`src/rtl/mux_pkg.sv`:
```
// Shared definitions for the parallel-to-serial channel mux and its demux
// counterpart: channel tag encoding, default slot timing and FSM states.
package mux_pkg;

    localparam int CHIDX_WIDTH = 4;

    localparam logic [CHIDX_WIDTH-1:0] CHIDX_IDLE = 4'd0;
    localparam logic [CHIDX_WIDTH-1:0] CHIDX_I    = 4'd1;
    localparam logic [CHIDX_WIDTH-1:0] CHIDX_Q    = 4'd2;

    // Slot timing shared with the demux so both ends agree on framing.
    localparam int DEF_SLOT_CLK_NUM    = 4;
    localparam int DEF_VALID_HIGH_CLKS = 2;

    typedef enum logic [0:0] {
        ST_IDLE = 1'b0,
        ST_SLOT = 1'b1
    } mux_state_t;

    // Channel k is tagged k+1 on the serial link; 0 is reserved for idle.
    function automatic logic [CHIDX_WIDTH-1:0] ch_to_idx(input logic [CHIDX_WIDTH-1:0] ch);
        return ch + 4'd1;
    endfunction

endpackage

```
`src/rtl/mux_ps_chan_fifo.sv`:
```
// Per-channel first-word-fall-through FIFO. dout always shows the oldest
// entry while not empty; rd pops it. A write to a full FIFO is accepted
// only when a pop happens on the same edge.
module mux_ps_chan_fifo #(
    parameter int DATA_WIDTH = 24,
    parameter int FIFO_AW    = 2
) (
    input  logic                  CLK,
    input  logic                  nRST,
    input  logic                  wr,
    input  logic                  rd,
    input  logic [DATA_WIDTH-1:0] din,
    output logic [DATA_WIDTH-1:0] dout,
    output logic [FIFO_AW:0]      count,
    output logic                  full,
    output logic                  empty
);

    localparam int DEPTH = 1 << FIFO_AW;

    logic [DATA_WIDTH-1:0] mem_r [DEPTH];
    logic [FIFO_AW-1:0]    wr_ptr_r;
    logic [FIFO_AW-1:0]    rd_ptr_r;
    logic [FIFO_AW:0]      count_r;
    logic                  do_rd_s;
    logic                  do_wr_s;

    assign empty   = (count_r == {(FIFO_AW+1){1'b0}});
    assign full    = (count_r == (FIFO_AW+1)'(DEPTH));
    assign count   = count_r;
    assign dout    = mem_r[rd_ptr_r];
    assign do_rd_s = rd & ~empty;
    assign do_wr_s = wr & (~full | do_rd_s);

    // Storage array; contents need no reset because count gates visibility.
    always_ff @(posedge CLK) begin
        if (do_wr_s) begin
            mem_r[wr_ptr_r] <= din;
        end
    end

    // Pointers and occupancy; a simultaneous push and pop leaves count unchanged.
    always_ff @(posedge CLK or negedge nRST) begin
        if (!nRST) begin
            wr_ptr_r <= {FIFO_AW{1'b0}};
            rd_ptr_r <= {FIFO_AW{1'b0}};
            count_r  <= {(FIFO_AW+1){1'b0}};
        end else begin
            if (do_wr_s) begin
                wr_ptr_r <= wr_ptr_r + {{(FIFO_AW-1){1'b0}}, 1'b1};
            end
            if (do_rd_s) begin
                rd_ptr_r <= rd_ptr_r + {{(FIFO_AW-1){1'b0}}, 1'b1};
            end
            case ({do_wr_s, do_rd_s})
                2'b10:   count_r <= count_r + {{FIFO_AW{1'b0}}, 1'b1};
                2'b01:   count_r <= count_r - {{FIFO_AW{1'b0}}, 1'b1};
                default: count_r <= count_r;
            endcase
        end
    end

endmodule

```
`src/rtl/module_mux_ps.sv`:
```
// Parallel-to-serial channel multiplexer. Buffers per-channel sample strobes
// in small FIFOs and emits them round-robin as fixed-length slots carrying
// data, a valid pulse at the slot start and a channel tag (0 = idle).
module module_mux_ps
    import mux_pkg::*;
#(
    parameter int DATA_WIDTH      = 24,
    parameter int NUM_CH          = 2,
    parameter int FIFO_AW         = 2,
    parameter int SLOT_CLK_NUM    = DEF_SLOT_CLK_NUM,
    parameter int VALID_HIGH_CLKS = DEF_VALID_HIGH_CLKS
) (
    input  logic                         CLK,
    input  logic                         nRST,
    input  logic [NUM_CH*DATA_WIDTH-1:0] Data_In,
    input  logic [NUM_CH-1:0]            Data_In_Valid,
    input  logic                         Ovf_Clr,
    output logic [DATA_WIDTH-1:0]        Data_Out,
    output logic                         Data_Out_Valid,
    output logic [CHIDX_WIDTH-1:0]       Data_Out_ChIdx,
    output logic [NUM_CH-1:0]            Ovf
);

    localparam int CH_W  = CHIDX_WIDTH;
    localparam int CNT_W = $clog2(SLOT_CLK_NUM) + 1;

    mux_state_t            state_r;
    mux_state_t            state_nxt_s;
    logic [CNT_W-1:0]      cnt_r;
    logic [CNT_W-1:0]      cnt_nxt_s;
    logic [CH_W-1:0]       rr_r;
    logic [CH_W-1:0]       rr_nxt_s;
    logic [DATA_WIDTH-1:0] data_r;
    logic [DATA_WIDTH-1:0] data_nxt_s;
    logic                  valid_r;
    logic                  valid_nxt_s;
    logic [CH_W-1:0]       chidx_r;
    logic [CH_W-1:0]       chidx_nxt_s;
    logic [NUM_CH-1:0]     ovf_r;
    logic [NUM_CH-1:0]     ovf_nxt_s;

    logic [NUM_CH-1:0]     ne_s;
    logic [NUM_CH-1:0]     pop_s;
    logic [NUM_CH-1:0]     wr_s;
    logic [NUM_CH-1:0]     drop_s;
    logic [NUM_CH-1:0]     full_s;
    logic [NUM_CH-1:0]     empty_s;
    logic [DATA_WIDTH-1:0] fifo_dout_s [NUM_CH];
    logic [FIFO_AW:0]      fifo_cnt_s  [NUM_CH];

    logic                  any_ne_s;
    logic [CH_W-1:0]       win_s;
    logic [CH_W:0]         cand_s;
    logic [DATA_WIDTH-1:0] win_data_s;
    logic                  slot_end_s;
    logic                  start_s;

    // Per-channel FIFOs; a full FIFO still accepts a write when popped on the same edge.
    for (genvar g = 0; g < NUM_CH; g++) begin : g_ch
        assign ne_s[g]   = ~empty_s[g];
        assign wr_s[g]   = Data_In_Valid[g] & (~full_s[g] | pop_s[g]);
        assign drop_s[g] = Data_In_Valid[g] & full_s[g] & ~pop_s[g];

        mux_ps_chan_fifo #(
            .DATA_WIDTH (DATA_WIDTH),
            .FIFO_AW    (FIFO_AW)
        ) u_fifo (
            .CLK   (CLK),
            .nRST  (nRST),
            .wr    (wr_s[g]),
            .rd    (pop_s[g]),
            .din   (Data_In[g*DATA_WIDTH +: DATA_WIDTH]),
            .dout  (fifo_dout_s[g]),
            .count (fifo_cnt_s[g]),
            .full  (full_s[g]),
            .empty (empty_s[g])
        );
    end

    assign slot_end_s = (state_r == ST_SLOT) && (cnt_r == CNT_W'(SLOT_CLK_NUM - 1));
    assign start_s    = any_ne_s && ((state_r == ST_IDLE) || slot_end_s);
    assign ovf_nxt_s  = (ovf_r & ~{NUM_CH{Ovf_Clr}}) | drop_s;

    // Round-robin search: first non-empty channel at or after rr_r, wrapping.
    always_comb begin
        any_ne_s = 1'b0;
        win_s    = {CH_W{1'b0}};
        cand_s   = {(CH_W+1){1'b0}};
        for (int i = 0; i < NUM_CH; i++) begin
            cand_s = {1'b0, rr_r} + (CH_W+1)'(i);
            if (cand_s >= (CH_W+1)'(NUM_CH)) begin
                cand_s = cand_s - (CH_W+1)'(NUM_CH);
            end else begin
                cand_s = cand_s;
            end
            for (int j = 0; j < NUM_CH; j++) begin
                if (!any_ne_s && ne_s[j] && (cand_s == (CH_W+1)'(j))) begin
                    any_ne_s = 1'b1;
                    win_s    = CH_W'(j);
                end else begin
                    any_ne_s = any_ne_s;
                end
            end
        end
    end

    // Head-of-FIFO word of the arbitration winner.
    always_comb begin
        win_data_s = {DATA_WIDTH{1'b0}};
        for (int j = 0; j < NUM_CH; j++) begin
            if (win_s == CH_W'(j)) begin
                win_data_s = fifo_dout_s[j];
            end else begin
                win_data_s = win_data_s;
            end
        end
    end

    // FSM state register.
    always_ff @(posedge CLK or negedge nRST) begin
        if (!nRST) begin
            state_r <= ST_IDLE;
        end else begin
            state_r <= state_nxt_s;
        end
    end

    // FSM next state: leave IDLE on any pending word, leave SLOT only at its end with nothing pending.
    always_comb begin
        case (state_r)
            ST_IDLE: begin
                if (any_ne_s) begin
                    state_nxt_s = ST_SLOT;
                end else begin
                    state_nxt_s = ST_IDLE;
                end
            end
            ST_SLOT: begin
                if (slot_end_s && !any_ne_s) begin
                    state_nxt_s = ST_IDLE;
                end else begin
                    state_nxt_s = ST_SLOT;
                end
            end
            default: state_nxt_s = ST_IDLE;
        endcase
    end

    // FSM outputs: pop and load at slot start, count through the slot, drop to idle tag otherwise.
    always_comb begin
        pop_s       = {NUM_CH{1'b0}};
        cnt_nxt_s   = {CNT_W{1'b0}};
        data_nxt_s  = data_r;
        valid_nxt_s = 1'b0;
        chidx_nxt_s = CHIDX_IDLE;
        rr_nxt_s    = rr_r;
        if (start_s) begin
            // Defensive: never pop a FIFO whose occupancy reads zero.
            for (int j = 0; j < NUM_CH; j++) begin
                pop_s[j] = (win_s == CH_W'(j)) && (fifo_cnt_s[j] != {(FIFO_AW+1){1'b0}});
            end
            data_nxt_s  = win_data_s;
            chidx_nxt_s = ch_to_idx(win_s);
            valid_nxt_s = 1'b1;
            cnt_nxt_s   = {CNT_W{1'b0}};
            if (win_s == CH_W'(NUM_CH - 1)) begin
                rr_nxt_s = {CH_W{1'b0}};
            end else begin
                rr_nxt_s = win_s + {{(CH_W-1){1'b0}}, 1'b1};
            end
        end else if ((state_r == ST_SLOT) && !slot_end_s) begin
            cnt_nxt_s   = cnt_r + {{(CNT_W-1){1'b0}}, 1'b1};
            valid_nxt_s = ((cnt_r + {{(CNT_W-1){1'b0}}, 1'b1}) < CNT_W'(VALID_HIGH_CLKS));
            chidx_nxt_s = chidx_r;
        end else begin
            cnt_nxt_s   = {CNT_W{1'b0}};
            valid_nxt_s = 1'b0;
            chidx_nxt_s = CHIDX_IDLE;
        end
    end

    // Registered datapath and outputs; async reset clears everything mid-slot.
    always_ff @(posedge CLK or negedge nRST) begin
        if (!nRST) begin
            cnt_r   <= {CNT_W{1'b0}};
            rr_r    <= {CH_W{1'b0}};
            data_r  <= {DATA_WIDTH{1'b0}};
            valid_r <= 1'b0;
            chidx_r <= CHIDX_IDLE;
            ovf_r   <= {NUM_CH{1'b0}};
        end else begin
            cnt_r   <= cnt_nxt_s;
            rr_r    <= rr_nxt_s;
            data_r  <= data_nxt_s;
            valid_r <= valid_nxt_s;
            chidx_r <= chidx_nxt_s;
            ovf_r   <= ovf_nxt_s;
        end
    end

    assign Data_Out       = data_r;
    assign Data_Out_Valid = valid_r;
    assign Data_Out_ChIdx = chidx_r;
    assign Ovf            = ovf_r;

endmodule
```
`config.mk`:
```
export PLATFORM = sky130hd
export DESIGN_NAME = module_mux_ps
export DESIGN_NICKNAME = d
export VERILOG_FILES = /design/src/rtl/mux_pkg.sv /design/src/rtl/mux_ps_chan_fifo.sv /design/src/rtl/module_mux_ps.sv
export SDC_FILE = /design/constraint.sdc
export NUM_CORES = 1
export LEC_CHECK = 0
export CELL_PAD_IN_SITES_DETAIL_PLACEMENT = 0
export CELL_PAD_IN_SITES_GLOBAL_PLACEMENT = 1
export CORE_ASPECT_RATIO = 2
export CORE_MARGIN = 2
export CORE_UTILIZATION = 31
export DETAILED_ROUTE_END_ITERATION = 8
export PLACE_DENSITY_LB_ADDON = 0.2
export SLEW_MARGIN = 40
export SYNTH_ARGS = -nofsm -noshare
export SYNTH_HDL_FRONTEND = slang
export SYNTH_SLANG_ARGS = --single-unit
```
`constraint.sdc`:
```
create_clock -name CLK -period 2.3 [get_ports CLK]
set_input_delay 0.575 -clock CLK [delete_from_list [all_inputs] [get_ports CLK]]
set_output_delay 0.575 -clock CLK [all_outputs]
set_load 0.02 [all_outputs]
```
# Word level (Yosys, flattened, before mapping)
# Memories as Yosys holds them, arrays and structs flattened.
# Cells that the tools add are included.
dict set report word_totals {
  ff_bits 53
  ramBits 192
  inputBits 53
  output_inout_bits 31
  word_cells 122
  n_memories 2
}
# memory depth word_bits rd rd_clocked_by_memory_dff write_ports line_no
set memory_table {}
lappend memory_table {{g_ch[0].u_fifo.mem_r} 4 24 1 0 1 mux_ps_chan_fifo.sv:21} ;# logic [DATA_WIDTH-1:0] mem_r [DEPTH];
lappend memory_table {{g_ch[1].u_fifo.mem_r} 4 24 1 0 1 mux_ps_chan_fifo.sv:21}
dict set report classes {
  addsub 13
  n_lt_le_gt_ge 3
  n_eq_ne 11
  n_mux 28
  bitwise_logic 24
  n_reduce_logical 28
}
# cell n
set op_table {}
lappend op_table {{$mux W24} 2}
lappend op_table {{$mux W4} 4}
lappend op_table {{$mux W1} 14}
lappend op_table {{$logic_and A1 B1 Y1} 13}
lappend op_table {{$pmux W3 S2} 2}
lappend op_table {{$and A1 B1 Y1} 10}
lappend op_table {{$eq A5 B1 Y1 const B} 2}
lappend op_table {{$logic_not A5 Y1} 2}
lappend op_table {{$mux W5} 2}
lappend op_table {{$add A3 B1 Y3 const B} 3}
lappend op_table {{$add A2 B1 Y2 const B} 4}
lappend op_table {{$not A1 Y1} 7}
lappend op_table {{$eq A3 B3 Y1 const B} 2}
lappend op_table {{$logic_not A3 Y1} 2}
lappend op_table {{$mux W3} 2}
lappend op_table {{$reduce_bool A3 Y1} 2}
lappend op_table {{$sub A3 B1 Y3 const B} 2}
lappend op_table {{$add A4 B1 Y5 const B} 1}
lappend op_table {{$ge A5 B2 Y1 const B} 1}
lappend op_table {{$logic_not A1 Y1} 5}
lappend op_table {{$sub A4 B2 Y5 const B} 1}
lappend op_table {{$sub A5 B2 Y5 const B} 1}
lappend op_table {{$add A4 B1 Y4 const B} 1}
lappend op_table {{$eq A2 B1 Y1 const B} 2}
lappend op_table {{other kinds (15)} 20}

# Depth between registers and ports, before layout
dict set report depth {
  word_depth 25
  depth_mapped 12
  mapped_depth_nobuf 12
}

# By module
# From an unflattened synthesis, not the netlist that was laid out.
dict set report hier_totals {
  cells_unflattened 537
  area_unflattened_um2 9591.7
}
# mod instances cells_per_inst area_per_inst_um2
set by_module_without_submodules {}
lappend by_module_without_submodules {{mux_ps_chan_fifo at g_ch[0].u_fifo} 1 174 3990.1}
lappend by_module_without_submodules {{mux_ps_chan_fifo at g_ch[1].u_fifo} 1 180 3982.6}
lappend by_module_without_submodules {module_mux_ps 1 183 1619.1}

# Worst setup path after synthesis
# No wires, ideal clock.
dict set report synth_path {
  path_type {flip-flop to flip-flop}
  from {register cnt_r[0]}
  to {register g_ch[0].u_fifo.count_r[2]}
  setup_ns 0.079
  arrival_time_ns 2.359
  slack_ns -0.138
  stages_incl_launch_ff 13
  n_path_buf 0
  synth_period_minus_slack_ns 2.438
  path_cell_list {dfrtp_1 ha_1 ha_1 nor2b_1 a211oi_4 o21a_2 inv_1 ha_1 inv_1 fa_1 xor2_1 nor2_1 xor2_1}
}
dict set report synth_between {
  elab_chain_len 10
  word_cells_on_any_way 14
}
# item line_no
set synth_rtl {}
lappend synth_rtl {{start: declaration} module_mux_ps.sv:29} ;# logic [CNT_W-1:0] cnt_r;
lappend synth_rtl {{start signal: assignment} module_mux_ps.sv:185} ;# cnt_r <= {CNT_W{1'b0}};
lappend synth_rtl {{start signal: assignment} module_mux_ps.sv:192} ;# cnt_r <= cnt_nxt_s;
lappend synth_rtl {{$eq A3 B2 Y1 (*)} module_mux_ps.sv:80} ;# assign slot_end_s = (state_r == ST_SLOT) && (cnt_r == CNT_W'(SLOT_CLK_NUM - 1));
lappend synth_rtl {{$logic_and A1 B1 Y1 (*)} module_mux_ps.sv:80}
lappend synth_rtl {{$logic_or A1 B1 Y1 (*)} module_mux_ps.sv:81} ;# assign start_s = any_ne_s && ((state_r == ST_IDLE) || slot_end_s);
lappend synth_rtl {{$logic_and A1 B1 Y1 (*)} module_mux_ps.sv:81}
lappend synth_rtl {{$mux W2 (*)} module_mux_ps.sv:157} ;# if (start_s) begin
lappend synth_rtl {{$or A1 B1 Y1 or $and A1 B1 Y1 (tied branches)} {module_mux_ps.sv:61, mux_ps_chan_fifo.sv:32}}
lappend synth_rtl {{$and A1 B1 Y1 or $or A1 B1 Y1 (tied branches)} {module_mux_ps.sv:61, mux_ps_chan_fifo.sv:33}}
lappend synth_rtl {{$and A1 B1 Y1} mux_ps_chan_fifo.sv:33} ;# assign do_wr_s = wr & (~full | do_rd_s);
lappend synth_rtl {{$eq A2 B1 Y1 or $eq A2 B2 Y1 (tied branches)} mux_ps_chan_fifo.sv:55} ;# case ({do_wr_s, do_rd_s})
lappend synth_rtl {{$pmux W3 S2 or $reduce_bool A2 Y1 (tied branches)} --}
lappend synth_rtl {{end signal: assignment} mux_ps_chan_fifo.sv:56} ;# 2'b10: count_r <= count_r + {{FIFO_AW{1'b0}}, 1'b1};
lappend synth_rtl {{end signal: assignment} mux_ps_chan_fifo.sv:57} ;# 2'b01: count_r <= count_r - {{FIFO_AW{1'b0}}, 1'b1};
lappend synth_rtl {{end signal: assignment} mux_ps_chan_fifo.sv:58} ;# default: count_r <= count_r;
lappend synth_rtl {{end: declaration} mux_ps_chan_fifo.sv:24} ;# logic [FIFO_AW:0] count_r;
# Every way passes the cells marked *; elsewhere a longest branch is shown, timed or not.
# A chain may end at the register's enable or synchronous reset.

# Final worst setup path
# Ends and elaborated chain as after synthesis.

==> impl_metrics.ini <==
[floorplanning]
ios = 84
fp.dieArea_um2 = 31200
die_w_um = 126
core_um2 = 29400
chipHeight_um = 248
start_util_pct = 31.3
num_rows = 89

[clock_network]
cts_buffers = 23
root_buffer = clkbuf_16
clock_latency_ns = 0.52
clk_path_buf_depth = 3
cts_tree = built
clock_sinks = 240
postCtsHoldBufs = 0
path_clk_slew_ns = 0.07
htreeDepth = 1

[global_routing]
grt.overflow.total = 0
antenna_found_initial = 0
grt_pass1_vias = 5167
grt_pass1_wl_mm = 30.6
grt_use_total_pct = 12.9
grt_max_degree = 29

[logic_synthesis]
synth_edf_count = 192
synth-seq-cells = 240
syn_inst = 464
yosysTopAreaCell = edfxtp_1
synth_top_flop_cell = edfxtp_1
synthTopCellsByArea = edfxtp_1 63%, dfrtp_1 13%, mux4_2 12%
ys_types = 35
yosysSeqAreaShare_pct = 75.7
synthTopCellsByCount = 192 x edfxtp_1, 52 x nand2_1, 48 x dfrtp_1, 48 x mux4_2, 24 x a22oi_1
yosysMostFrequentCell = edfxtp_1
async_flop_share_pct = 20.0
yosysTopAreaCellShare_pct = 62.7
synth_area_um2 = 9200
ys_warn_count = 0
syn_avg_cell_area_um2 = 19.8

[setup_path]
crit_arrival_ns = 2.72
cpLargestDelayFamily = adder cells
r2r-end = g_ch[0].u_fifo.count[2]$_DFFE_PN0P_
endpoint = g_ch[0].u_fifo.count[2]$_DFFE_PN0P_
timing.critical_path.slowest_stage_cell = dfrtp_1
crit_start = cnt_r[0]$_DFF_PN0_
ff2ff_setup_slack_ns = 0.01
reg2regPathDepth = 12
start_kind = flip-flop
r2r-start = cnt_r[0]$_DFF_PN0_
endpoint_kind = flip-flop
cp_num_buf_inv = 2
worstPathMaxFanout = 4
cp_num_cells = 12
slowest_delay_ns = 0.41
path_cells = ha_4 -> ha_4 -> nor2b_4 -> a211oi_4 -> o21a_2 -> inv_2 -> ha_4 -> inv_2 -> fa_2 -> xor2_1 -> nor2_1 -> xor2_1
path_common_cell = ha_4
cp.required_ns = 2.73
crit_type = flip-flop to flip-flop

[pwr]
switching_share_pct = 29.1
p_leak_nw = 4.14
clock_power_share_pct = 26.6
switchingPower_mw = 4.21
seqPwrFrac_pct = 43.5
p_int_mw = 10.2
power_frac_comb_pct = 29.9
powerDensity_nw_per_um2 = 1240
peakVddDrop_mv = 0.584

[cells_and_area]
drive_above_1_share_pct = 24.5
synthToLayoutAreaGrowth_pct = 26.2
nFillCells = 2712
fin_nets = 654
final_cell_count_no_fill = 968
stdcell_area_um2 = 11600
multi_input_area_um2 = 2130
seqCellArea_um2 = 6970
antennaDiodeCount = 0

[sta]
setup_viol = 0
period_minus_slack_ns = 2.29
post-route-period-util_pct = 99.5
drv_slew = 0
rsz0062_at_grt = true
finClkSkew_ns = 0.00950
hold_viol = 0
fmax_mhz = 437
holdWs_ns = 0.00381

[drt]
viasPerCell = 4.73
maxUsedRoutingLayer = met4
wl_met1_mm = 7.67
wl_met2_mm = 10.8
drc = 0
dr.pass1.iters = 4
wirelength_mm = 19.6
ant_nets = 0
wl_per_cell_um = 20.3
drtIter0Drc = 189
wl_met3_um = 592
vias = 4581

[placement]
dp.cells = 919
dp_hpwl_mm = 13.2
io_buffers = 81
placed_area_um2 = 10700
place.gp.congestion = 0.691

[outcome]
status = complete, no violations

[run]
maxCapViolCount = 0

[min_path]
min_path_type = input pin to async pin
-- cells by family (layout without fill, tap and decap cells) --
kind of cell	count (synthesis)	after routing	share of synthesized area (%)
xor+xnor	12	12	1.14
other cells	1	2	0.0407
mux	51	51	12.1
fa+ha+maj	14	14	2.07
buf+inv	35	174	2.00
simple gates	76	76	3.68
flops	240	240	75.7
compound gates	35	35	3.28
-- per-layer routing --
layer / vias up / GRT usage [%]
met3: 31 / 1.57
li1: 2050 / -
met2: 90 / 24.5
met1: 2410 / 14.9
met4: 0 / 4.49
met5: - / 0
-- metrics by stage --
step / power, mW / setup WS [ns] / TNS [ns] / util (%)
after detailed placement: 10.7 / -0.0549 / -0.0695 / 36.5
after global placement: 10.6 / -0.0225 / -0.0225 / 36.5
after CTS: 14.7 / 0.000281 / 0 / 39.2
after floorplan: 8.86 / -0.00797 / -0.00797 / -
final: 14.4 / 0.0112 / 0 / 39.5
after global routing: 15.2 / -0.128 / -0.211 / 39.5
-- worst reg2reg max path: stages, from the launching register on --
cell and delay, ns:
dfrtp_1 0.41, ha_4 0.18, ha_4 0.16, nor2b_4 0.14, a211oi_4 0.08, o21a_2 0.24
inv_2 0.07, ha_4 0.13, inv_2 0.04, fa_2 0.34, xor2_1 0.15, nor2_1 0.12
xor2_1 0.17
-- power groups by stage --
stage          sequential, mW  clock [mW]  combinational, mW
3_3_place_gp             6.31           0               4.30
5_1_grt                  6.39        4.14               4.71
6_report                 6.28        3.85               4.32
2_1_floorplan            6.55           0               2.31
3_5_place_dp             6.38           0               4.36
4_1_cts                  6.29        3.98               4.38
-- layout make-up --
class                   count  share of cell area [%]
inverters                  13                   0.420
clock buffers              26                    5.22
multi-input cells         190                    18.3
clock inverters            16                    1.47
flip-flops and latches    240                    60.0
repair buffers            119                    10.6
well taps                 364                    3.92
-- state kept, by name (all words and copies together) (netlist names), 2 cells and up --
signal and count:
Ovf 2, g_ch.u_fifo.mem_r 192, Data_Out_ChIdx 2, g_ch.u_fifo.count 6
g_ch.u_fifo.rd_ptr_r 4, Data_Out 24, cnt_r 3, g_ch.u_fifo.wr_ptr_r 4
-- how the worst min path moves through the flow --
stage                             from                       end  slack [ns]  cells past startpoint
CTS                               nRST   Data_Out[0]$_DFFE_PN0N_        0.15                      1
finish                            nRST  Data_Out[23]$_DFFE_PN0N_       0.004                      1
global route                      nRST  Data_Out[19]$_DFFE_PN0N_        0.03                      1
detailed placement  cnt_r[0]$_DFF_PN0_        cnt_r[0]$_DFF_PN0_        0.43                      1
global placement    cnt_r[0]$_DFF_PN0_        cnt_r[0]$_DFF_PN0_        0.42                      1
floorplan                         nRST   Data_Out[0]$_DFFE_PN0N_        0.28                      0
-- cell usage in the layout, fill, tap and decap left out, types with 3 or more instances in the layout --
master / n
bufinv_16: 3
and2_2: 4
a21o_1: 3
clkdlybuf4s50_1: 80
buf_4: 27
ha_4: 4
xor2_1: 6
clkinvlp_4: 4
edfxtp_1: 192
clkinv_2: 5
xnor2_1: 6
buf_12: 11
inv_1: 11
mux4_2: 48
nor2_1: 6
and3_1: 4
ha_1: 8
a22oi_1: 24
dfrtp_1: 47
nand2_1: 52
clkbuf_16: 23
-- repair_timing --
action | CTS | global route
setup endpoints to repair | 2 | 3
resized for setup | 2 | 7
pin swaps | 8 | 12
setup buffers | 2 | 5
Note: power is estimated with default switching activity, not from simulation.
